$ cat src/rtl/mdu_pkg.sv
// Shared definitions for the HI/LO multiply/divide unit: funct codes,
// state and op-class enums, and the funct decoder.
package mdu_pkg;

  localparam logic [5:0] F_MFHI  = 6'b010000;
  localparam logic [5:0] F_MTHI  = 6'b010001;
  localparam logic [5:0] F_MFLO  = 6'b010010;
  localparam logic [5:0] F_MTLO  = 6'b010011;
  localparam logic [5:0] F_MULT  = 6'b011000;
  localparam logic [5:0] F_MULTU = 6'b011001;
  localparam logic [5:0] F_DIV   = 6'b011010;
  localparam logic [5:0] F_DIVU  = 6'b011011;

  typedef enum logic [1:0] {IDLE, CALC, FIX} state_e;

  typedef enum logic [2:0] {OP_MUL, OP_DIV, OP_MT, OP_MF, OP_ILL} op_e;

  typedef struct packed {
    op_e  op;
    logic sgn;
    logic hi_sel;
  } dec_t;

  function automatic dec_t decode(input logic [5:0] f);
    dec_t d;
    d.op     = OP_ILL;
    d.sgn    = 1'b0;
    d.hi_sel = 1'b0;
    case (f)
      F_MULT:  begin d.op = OP_MUL; d.sgn = 1'b1; end
      F_MULTU: d.op = OP_MUL;
      F_DIV:   begin d.op = OP_DIV; d.sgn = 1'b1; end
      F_DIVU:  d.op = OP_DIV;
      F_MTHI:  begin d.op = OP_MT; d.hi_sel = 1'b1; end
      F_MTLO:  d.op = OP_MT;
      F_MFHI:  begin d.op = OP_MF; d.hi_sel = 1'b1; end
      F_MFLO:  d.op = OP_MF;
      default: d.op = OP_ILL;
    endcase
    return d;
  endfunction

endpackage

$ cat src/rtl/mdu_divstep.sv
// One restoring-division step: shift in the next dividend bit, trial
// subtract the divisor, keep the difference if it did not go negative.
module mdu_divstep #(
  parameter int XLEN = 32
) (
  input  logic [XLEN-1:0] rem,
  input  logic [XLEN-1:0] quo,
  input  logic [XLEN-1:0] divisor,
  output logic [XLEN-1:0] rem_next,
  output logic [XLEN-1:0] quo_next
);

  logic [XLEN:0] shifted_s;
  logic [XLEN:0] trial_s;

  // Trial subtract and restore
  always_comb begin
    shifted_s = {rem, quo[XLEN-1]};
    trial_s   = shifted_s - {1'b0, divisor};
    if (!trial_s[XLEN]) begin
      rem_next = trial_s[XLEN-1:0];
      quo_next = {quo[XLEN-2:0], 1'b1};
    end else begin
      rem_next = shifted_s[XLEN-1:0];
      quo_next = {quo[XLEN-2:0], 1'b0};
    end
  end

endmodule

$ cat src/rtl/mdu_ctrl.sv
// Iterative HI/LO multiply/divide unit with funct decode, valid/ready
// request handshake, kill abort and illegal-funct signalling.
module mdu_ctrl
  import mdu_pkg::*;
#(
  parameter int XLEN    = 32,
  parameter int FUNCT_W = 6
) (
  input  logic               clk,
  input  logic               rst_n,
  input  logic               req_valid,
  output logic               req_ready,
  input  logic [FUNCT_W-1:0] funct,
  input  logic [XLEN-1:0]    rs_val,
  input  logic [XLEN-1:0]    rt_val,
  input  logic               kill,
  output logic               done,
  output logic [XLEN-1:0]    rd_val,
  output logic               illegal,
  output logic               busy,
  output logic [XLEN-1:0]    hi,
  output logic [XLEN-1:0]    lo
);

  localparam int CW = $clog2(XLEN);

  state_e              state_r;
  logic [CW-1:0]       cnt_r;
  logic [2*XLEN-1:0]   acc_r;
  logic [XLEN-1:0]     opnd_r;
  logic                is_div_r;
  logic                neg_q_r;
  logic                neg_r_r;
  logic                dz_r;
  logic [XLEN-1:0]     hi_r;
  logic [XLEN-1:0]     lo_r;
  logic [XLEN-1:0]     rd_r;
  logic                done_r;
  logic                ill_r;

  dec_t                dec_s;
  logic                accept_s;
  logic                rs_neg_s;
  logic                rt_neg_s;
  logic [XLEN-1:0]     rs_mag_s;
  logic [XLEN-1:0]     rt_mag_s;
  logic [XLEN:0]       mul_sum_s;
  logic [2*XLEN-1:0]   mul_next_s;
  logic [XLEN-1:0]     div_rem_s;
  logic [XLEN-1:0]     div_quo_s;

  assign dec_s    = decode(6'(funct));
  assign accept_s = req_valid && (state_r == IDLE) && !kill;
  assign rs_neg_s = dec_s.sgn & rs_val[XLEN-1];
  assign rt_neg_s = dec_s.sgn & rt_val[XLEN-1];
  assign rs_mag_s = rs_neg_s ? -rs_val : rs_val;
  assign rt_mag_s = rt_neg_s ? -rt_val : rt_val;

  // Shift-add step: acc = {partial product, remaining multiplier bits}
  assign mul_sum_s  = {1'b0, acc_r[2*XLEN-1:XLEN]}
                    + (acc_r[0] ? {1'b0, opnd_r} : {(XLEN+1){1'b0}});
  assign mul_next_s = {mul_sum_s, acc_r[XLEN-1:1]};

  mdu_divstep #(.XLEN(XLEN)) u_divstep (
    .rem      (acc_r[2*XLEN-1:XLEN]),
    .quo      (acc_r[XLEN-1:0]),
    .divisor  (opnd_r),
    .rem_next (div_rem_s),
    .quo_next (div_quo_s)
  );

  // Control FSM, iteration datapath and architectural HI/LO
  always_ff @(posedge clk or negedge rst_n) begin
    if (!rst_n) begin
      state_r  <= IDLE;
      cnt_r    <= {CW{1'b0}};
      acc_r    <= {(2*XLEN){1'b0}};
      opnd_r   <= {XLEN{1'b0}};
      is_div_r <= 1'b0;
      neg_q_r  <= 1'b0;
      neg_r_r  <= 1'b0;
      dz_r     <= 1'b0;
      hi_r     <= {XLEN{1'b0}};
      lo_r     <= {XLEN{1'b0}};
      rd_r     <= {XLEN{1'b0}};
      done_r   <= 1'b0;
      ill_r    <= 1'b0;
    end else begin
      done_r <= 1'b0;
      ill_r  <= 1'b0;
      case (state_r)
        IDLE: begin
          if (accept_s) begin
            case (dec_s.op)
              OP_MT: begin
                if (dec_s.hi_sel) hi_r <= rs_val;
                else              lo_r <= rs_val;
                done_r <= 1'b1;
              end
              OP_MF: begin
                rd_r   <= dec_s.hi_sel ? hi_r : lo_r;
                done_r <= 1'b1;
              end
              OP_MUL: begin
                acc_r    <= {{XLEN{1'b0}}, rt_mag_s};
                opnd_r   <= rs_mag_s;
                is_div_r <= 1'b0;
                neg_q_r  <= rs_neg_s ^ rt_neg_s;
                neg_r_r  <= 1'b0;
                dz_r     <= 1'b0;
                cnt_r    <= {CW{1'b0}};
                state_r  <= CALC;
              end
              OP_DIV: begin
                // On divide-by-zero the divisor slot keeps |rs| so HI can be rebuilt
                acc_r    <= {{XLEN{1'b0}}, rs_mag_s};
                opnd_r   <= (rt_val == {XLEN{1'b0}}) ? rs_mag_s : rt_mag_s;
                dz_r     <= (rt_val == {XLEN{1'b0}});
                is_div_r <= 1'b1;
                neg_q_r  <= rs_neg_s ^ rt_neg_s;
                neg_r_r  <= rs_neg_s;
                cnt_r    <= {CW{1'b0}};
                state_r  <= CALC;
              end
              default: ill_r <= 1'b1;
            endcase
          end
        end
        CALC: begin
          if (kill) begin
            state_r <= IDLE;
          end else begin
            acc_r <= is_div_r ? {div_rem_s, div_quo_s} : mul_next_s;
            cnt_r <= cnt_r + {{(CW-1){1'b0}}, 1'b1};
            if (cnt_r == CW'(XLEN-1)) state_r <= FIX;
          end
        end
        FIX: begin
          state_r <= IDLE;
          if (!kill) begin
            done_r <= 1'b1;
            if (!is_div_r) begin
              {hi_r, lo_r} <= neg_q_r ? -acc_r : acc_r;
            end else if (dz_r) begin
              lo_r <= {XLEN{1'b1}};
              hi_r <= neg_r_r ? -opnd_r : opnd_r;
            end else begin
              lo_r <= neg_q_r ? -acc_r[XLEN-1:0] : acc_r[XLEN-1:0];
              hi_r <= neg_r_r ? -acc_r[2*XLEN-1:XLEN] : acc_r[2*XLEN-1:XLEN];
            end
          end
        end
        default: state_r <= IDLE;
      endcase
    end
  end

  assign req_ready = (state_r == IDLE);
  assign busy      = (state_r != IDLE);
  assign done      = done_r;
  assign illegal   = ill_r;
  assign rd_val    = rd_r;
  assign hi        = hi_r;
  assign lo        = lo_r;

endmodule

$ cat config.mk
export PLATFORM = sky130hd
export DESIGN_NAME = mdu_ctrl
export DESIGN_NICKNAME = d
export VERILOG_FILES = /design/src/rtl/mdu_pkg.sv /design/src/rtl/mdu_divstep.sv /design/src/rtl/mdu_ctrl.sv
export SDC_FILE = /design/constraint.sdc
export NUM_CORES = 1
export LEC_CHECK = 0
export ABC_AREA = 1
export ABC_CLOCK_PERIOD_IN_PS = 7440
export CAP_MARGIN = 15
export CORE_UTILIZATION = 45
export CTS_BUF_LIST = sky130_fd_sc_hd__clkbuf_16
export DETAILED_ROUTE_END_ITERATION = 7
export SLEW_MARGIN = 15
export SYNTH_ARGS = -nofsm -noshare
export SYNTH_HDL_FRONTEND = slang
export SYNTH_HIERARCHICAL = 1
export SYNTH_SLANG_ARGS = --single-unit
$ cat constraint.sdc
create_clock -name clk -period 7.44 [get_ports clk]
set_input_delay 1.488 -clock clk [delete_from_list [all_inputs] [get_ports clk]]
set_output_delay 1.488 -clock clk [all_outputs]
set_load 0.05 [all_outputs]
==> metrics.cfg, run 1 <==
[route]
avgViaCountPerCell=5.92
ant_nets=0
wl_per_cell_um=23.3
drt_wl_total_mm=106
dr.pass1.iters=8
drt_iter0_markers=4338
vias=27000
drc=0

[global_route]
grt_pass1_wl_mm=155
grt-ovfl-total=0
grt_use_total=0.412
grt_antenna_before_repair=2
grt_pass1_vias=24200
grt_max_degree=93

[logic_synthesis]
seq_area_frac_synth=0.231
syn_area_per_cell_um2=5.79
synthArstFlopShare=1.00
ys_seq_elements=205
yosysWarningCount=6
netlist_instances=3829
synth-main-ff-cell=dfrtp_1
netlist_area_um2=22200
synth_edf_count=0
synth_nets=3976
synth_cell_types=60

[clocking]
cts.path.max_buffers=3
root_buffer=clkbuf_16
cts_tree=done
cts.htree.levels=1
post_cts_resized=0
numCtsBuffers=25
cts.sinks=205
postCtsHoldBufs=0
post-cts-setup-buffers=0
clock_latency_ns=0.57
clkSlewWorstSetupHoldPaths_ns=0.06

[placed_design]
dp_hpwl_mm=83.9
dp_cells=4515
gp_congestion=1.10
port_buffers=173
placed_area_um2=24000

[sta]
fmax_mhz=230
worstMarginPinSlew_ns=1.18
relSlewSlack=0.213
setup_viol=0
fin_crit_sh=0.584
final.min_clock_period_ns=4.34
skew_ns=0.0203
drv_slew=0
setup_tns_ns=0
hold_viol_final=0
rsz0062_at_grt=no

[pwr]
peakVddDrop_mv=0.198
report.power.total_mw=7.70
power_density_nw_per_um2=310
p_leak_nw=12.7

[hold_path]
hold_path_class=reg -> reg

[finish]
fin_cells=4561
fin_area_um2=24800
areaGrowthSynthToFinish_pct=12.0
fin_util=0.515
fin_nets=4033
drive_above_1_share=0.0353

[floorplan]
ios=174
initial_utilization=0.460
die-area_um2=50100
row_count=80
core-area_um2=48100
die_w_um=224
die_y_um=224

[job]
max_cap_viol_count=0

[worst_setup_path]
path_class=in -> reg
cp_max_fo=45
critPathRequiredTime_ns=7.89
arrival_ns=4.79
cp-start-kind=primary input
end_kind=flip-flop

[outcome]
status=finished clean

-- state kept, by name (all words and copies together), names as in the netlist --
signal / flops
acc_r: 64
cnt_r: 5
done: 1
dz_r: 1
hi: 32
illegal: 1
is_div_r: 1
lo: 32
neg_q_r: 1
neg_r_r: 1
opnd_r: 32
rd_val: 32
state_r: 2
-- synthesized netlist by cell type (3+ instances only) --
library cell | count | area [µm²]
a21boi_1 | 24 | 180
a31oi_1 | 8 | 50.1
nand4_1 | 38 | 238
o21bai_1 | 10 | 75.1
nand2_1 | 1146 | 4300
a21o_1 | 6 | 45.0
or2_2 | 5 | 31.3
nor4_1 | 4 | 25.0
buf_6 | 9 | 101
nand3_2 | 3 | 30.0
nand3b_1 | 7 | 52.6
nand2_2 | 13 | 81.3
xor2_1 | 76 | 666
nor2_4 | 3 | 33.8
nor3_1 | 40 | 200
buf_2 | 35 | 175
a21oi_1 | 220 | 1100
inv_1 | 502 | 1880
o211ai_2 | 3 | 37.5
dfrtp_1 | 205 | 5130
buf_4 | 36 | 270
nand3_1 | 364 | 1820
a22oi_1 | 34 | 255
o22ai_1 | 28 | 175
nor2_1 | 477 | 1790
o211ai_1 | 19 | 143
ha_1 | 71 | 888
clkbuf_1 | 74 | 278
o21ai_0 | 256 | 1280
o31ai_1 | 3 | 22.5
a2bb2oi_1 | 16 | 140
inv_2 | 18 | 67.6
nor2_2 | 11 | 68.8
buf_1 | 13 | 48.8
nand2_4 | 3 | 33.8
and2_1 | 8 | 50.1
o21ai_1 | 11 | 55.1
-- cell usage in the layout, fill, tap and decap left out, types with 11 or more instances in the layout --
| master | instances |
|---|---|
| nand2_1 | 1145 |
| inv_1 | 507 |
| nor2_1 | 476 |
| nand3_1 | 364 |
| o21ai_0 | 256 |
| a21oi_1 | 220 |
| dfrtp_1 | 203 |
| clkdlybuf4s50_1 | 172 |
| xor2_1 | 76 |
| ha_1 | 71 |
| nor3_1 | 40 |
| nand4_1 | 38 |
| a22oi_1 | 34 |
| o22ai_1 | 28 |
| clkbuf_16 | 25 |
| buf_4 | 25 |
| a21boi_1 | 24 |
| o211ai_1 | 19 |
| inv_2 | 18 |
| a2bb2oi_1 | 16 |
| nand2_2 | 13 |
| o21ai_1 | 11 |
-- layer usage --
metal / routed length [µm] / part of all wire / global-route usage
met5: 0 / 0 / 0
met4: 3760 / 0.035 / 0.127
met3: 15600 / 0.15 / 0.137
met2: 41000 / 0.39 / 0.557
met1: 45700 / 0.43 / 0.607
-- cell type report --
type                       instances  area (µm²)
tap                              656         821
clock buffer                      25         626
multi-input combinational       2933       14200
inverter                         523        1970
clock inverter                    20         133
sequential                       205        5130
timing repair buffer             198        1920
fill                            5176       23300
antenna                            1        2.50
-- worst max-delay path, cell delays in order --
cell	delay, ns
clkdlybuf4s50_1	0.45
nand2_1	0.08
nor2_1	0.14
inv_1	0.11
nor2_2	0.09
buf_4	0.36
inv_2	0.36
o211ai_4	0.97
inv_2	0.40
o21ai_0	0.22
nand2_1	0.08
-- cells by family after synthesis --
kind of cell / count (synthesis) / synth area share
flops: 205 / 0.231
buf+inv: 691 / 0.129
simple gates: 2129 / 0.400
compound gates: 653 / 0.167
xor+xnor: 78 / 0.0308
fa+ha+maj: 73 / 0.0419
-- metrics by stage --
stage | setup WS [ns] | hold slack [ns]
after floorplan | 4.36 | 0.459
final | 3.10 | 0.527
after global placement | 2.69 | 0.478
after detailed placement | 2.63 | 0.506
after global routing | 2.86 | 0.549
after CTS | 3.19 | 0.522
-- report_power, final --
| part | switching (mW) | internal, mW | total, mW |
|---|---|---|---|
| combinational | 3.23 | 1.31 | 4.54 |
| clock | 0.536 | 0.648 | 1.18 |
| sequential | 0.617 | 1.35 | 1.97 |
| total | 4.39 | 3.31 | 7.70 |
-- worst paths after layout --
path                                   to     start  depth (start not counted)  slack [ns]
worst max-delay path               lo[14]  funct[4]                         11        3.10
worst min-delay path             cnt_r[4]  cnt_r[4]                          2        0.53
worst max register to register  acc_r[43]  acc_r[0]                         10        3.45
worst min register to register   cnt_r[4]  cnt_r[4]                          2        0.53
max in group asynchronous        is_div_r     rst_n                          2        5.07
min in group asynchronous       acc_r[42]     rst_n                          1        0.91
(Power assumes the default switching activity.)
==> run 2: changes to the inputs <==
- ABC_CLOCK_PERIOD_IN_PS: 7440 -> 4200
- clock period: 7.44 -> 4.2 ns (I/O delays scaled with it)
==> run 2 against run 1 <==
Compared with the run above: flip-flop and latch count unchanged; non-clock buffer count is 51 higher; total power is 81% higher; count of clock-buffer cells in the layout is the same; wire length increased by 1.8%; register-to-register slack worse by 2.6 ns; critical path depth is 4 higher; clock skew down 0.0085 ns; worst setup slack lost 2.3 ns.
==> metrics.cfg, run 2 (synthesized netlist as in run 1, its figures left out) <==
[pwr]
peakVddDrop_mv=0.312  ; +58%
power_frac_seq=0.235  ; -0.021
p_leak_nw=13.0  ; +2.1%
swShare=0.561  ; -0.00911
intPower_mw=6.12  ; +85%
power_density_nw_per_um2=551  ; +78%
switchingPower_mw=7.81  ; +78%
clkPwrFrac=0.163  ; +0.009
report.power.total_mw=13.9  ; +81%
p_comb_frac=0.602  ; +0.012

[sta]
relSlewSlack=0.211  ; -0.00148
fin_crit_sh=0.806
worstMarginPinSlew_ns=1.18  ; +0.00221 ns
setup_tns_ns=0  ; unchanged
setup_viol=0  ; unchanged
skew_ns=0.0118  ; -0.00849 ns
rsz0062_at_grt=no
fmax_mhz=295
hold_viol_final=0  ; unchanged
setup_slack_ns=0.814  ; -2.28 ns
drv_slew=0  ; unchanged
final.min_clock_period_ns=3.39

[job]
max_cap_viol_count=0  ; unchanged

[route]
wl_per_cell_um=23.4  ; +0.72%
drt_iter0_markers=4333  ; -0.12%
ant_nets=0  ; unchanged
dr.pass1.iters=8  ; unchanged
avgViaCountPerCell=5.97  ; +0.95%
vias=27500  ; +2.1%
drc=0  ; unchanged
drt_wl_total_mm=108  ; +1.8%

[worst_setup_path]
critPathRequiredTime_ns=4.69  ; -3.20 ns
cp-start-kind=flip-flop
cp_max_fo=24  ; -47%
end_kind=flip-flop
arrival_ns=3.87  ; -0.92 ns
path_class=reg -> reg

[floorplan]
row_count=80  ; unchanged
die_y_um=224  ; unchanged
initial_utilization=0.460  ; unchanged
die_w_um=224  ; unchanged
core-area_um2=48100  ; unchanged
die-area_um2=50100  ; unchanged
ios=174  ; unchanged

[placed_design]
port_buffers=173  ; unchanged
place_ws_ns=0.721  ; -1.91 ns
dp_hpwl_mm=86.5  ; +3.1%
placed_area_um2=24500  ; +1.7%
gp_congestion=1.09  ; -0.47%

[global_route]
gr-usage-met2=0.569  ; +0.0121
grt_antenna_before_repair=4  ; +2
grt_use_met1=0.610  ; +0.00247
grt_util_met3=0.133  ; -0.00354
grt_pass1_wl_mm=157  ; +1.2%
grt_use_total=0.419  ; +0.00643
grt_max_degree=98  ; +5.4%
grt_pass1_vias=24300  ; +0.55%
grt-ovfl-total=0  ; unchanged
top_usage_layer=met1

[hold_path]
hold_path_class=in -> async

[finish]
multi_input_area_um2=14200  ; about the same
fin_nets=4084  ; +1.3%
n_antenna_cell=0  ; -1
fill_cells=5129  ; -0.91%
largest_reg_flops=64  ; unchanged
top_register=acc_r
drive_above_1_share=0.0483  ; +0.0129
mostFrequentLayoutCells=1,145 x nand2_1, 504 x inv_1, 476 x nor2_1
final_common_cell=nand2_1
areaGrowthSynthToFinish_pct=14.1
seq_area_um2=5130  ; about the same
fin_area_um2=25300  ; +1.9%

[clocking]
cts_tree=done
numCtsBuffers=25  ; unchanged
clock_latency_ns=0.57  ; about the same
post_cts_resized=0  ; unchanged
post-cts-setup-buffers=0  ; unchanged
clkSlewWorstSetupHoldPaths_ns=0.06  ; about the same
cts.path.max_buffers=3  ; unchanged
postCtsHoldBufs=0  ; unchanged
root_buffer=clkbuf_16
cts.sinks=205  ; unchanged
cts.htree.levels=1  ; unchanged

[outcome]
status=finished clean

## run 2: power by group through the flow
stage | sequential, mW | combinational [mW] | clock, mW
2_1_floorplan | 3.39 | 4.91 | 0
3_3_place_gp | 3.24 | 7.89 | 0
3_5_place_dp | 3.24 | 7.97 | 0
4_1_cts | 3.21 | 8.01 | 2.27
5_1_grt | 3.28 | 8.96 | 2.34
6_report | 3.28 | 8.38 | 2.26
## run 2: stage by stage
| step | utilization | instances | hold slack, ns |
|---|---|---|---|
| after floorplan | - | 3829 | 0.459 |
| after global placement | 0.508 | 4566 | 0.474 |
| after detailed placement | 0.508 | 4566 | 0.485 |
| after CTS | 0.525 | 4612 | 0.317 |
| after global routing | 0.525 | 4612 | 0.325 |
| final | 0.525 | 4612 | 0.259 |
## run 2: layout make-up
cell class                 count  share of cell area
clock buffer                  25              0.0247
clock inverter                21             0.00777
inverter                     523              0.0778
multi-input combinational   2933               0.562
sequential                   205               0.203
tap                          656              0.0325
timing repair buffer         249              0.0927
## run 2: metal layers
metal / vias to the layer above / part of all wire
met5: - / 0.00031
met1: 12800 / 0.42
met4: 6 / 0.044
met2: 1952 / 0.39
li1: 12500 / -
met3: 277 / 0.15
## run 2: final timing paths
kind / endpoint / startpoint / slack (ns) / cells after the start
max reg2reg: hi[30] / acc_r[0] / 0.81 / 15
min: acc_r[35] / rst_n / 0.26 / 1
max in group asynchronous: opnd_r[21] / rst_n / 2.81 / 2
min in group clk: cnt_r[4] / cnt_r[4] / 0.50 / 2
min reg2reg: cnt_r[4] / cnt_r[4] / 0.50 / 2
max: hi[30] / acc_r[0] / 0.81 / 15
## run 2: worst max-delay path, cell delays in order (launching register included)
cell and delay, ns:
dfrtp_1 0.63, buf_4 0.36, inv_2 0.12, ha_1 0.21
nand2_1 0.14, nor2_4 0.25, nand2_1 0.08, nand2_1 0.20
nand2_1 0.20, nor2_1 0.33, nand2_1 0.09, nand2_1 0.07
nand3_1 0.07, nand2_1 0.25, nand2_1 0.10, a21oi_1 0.18
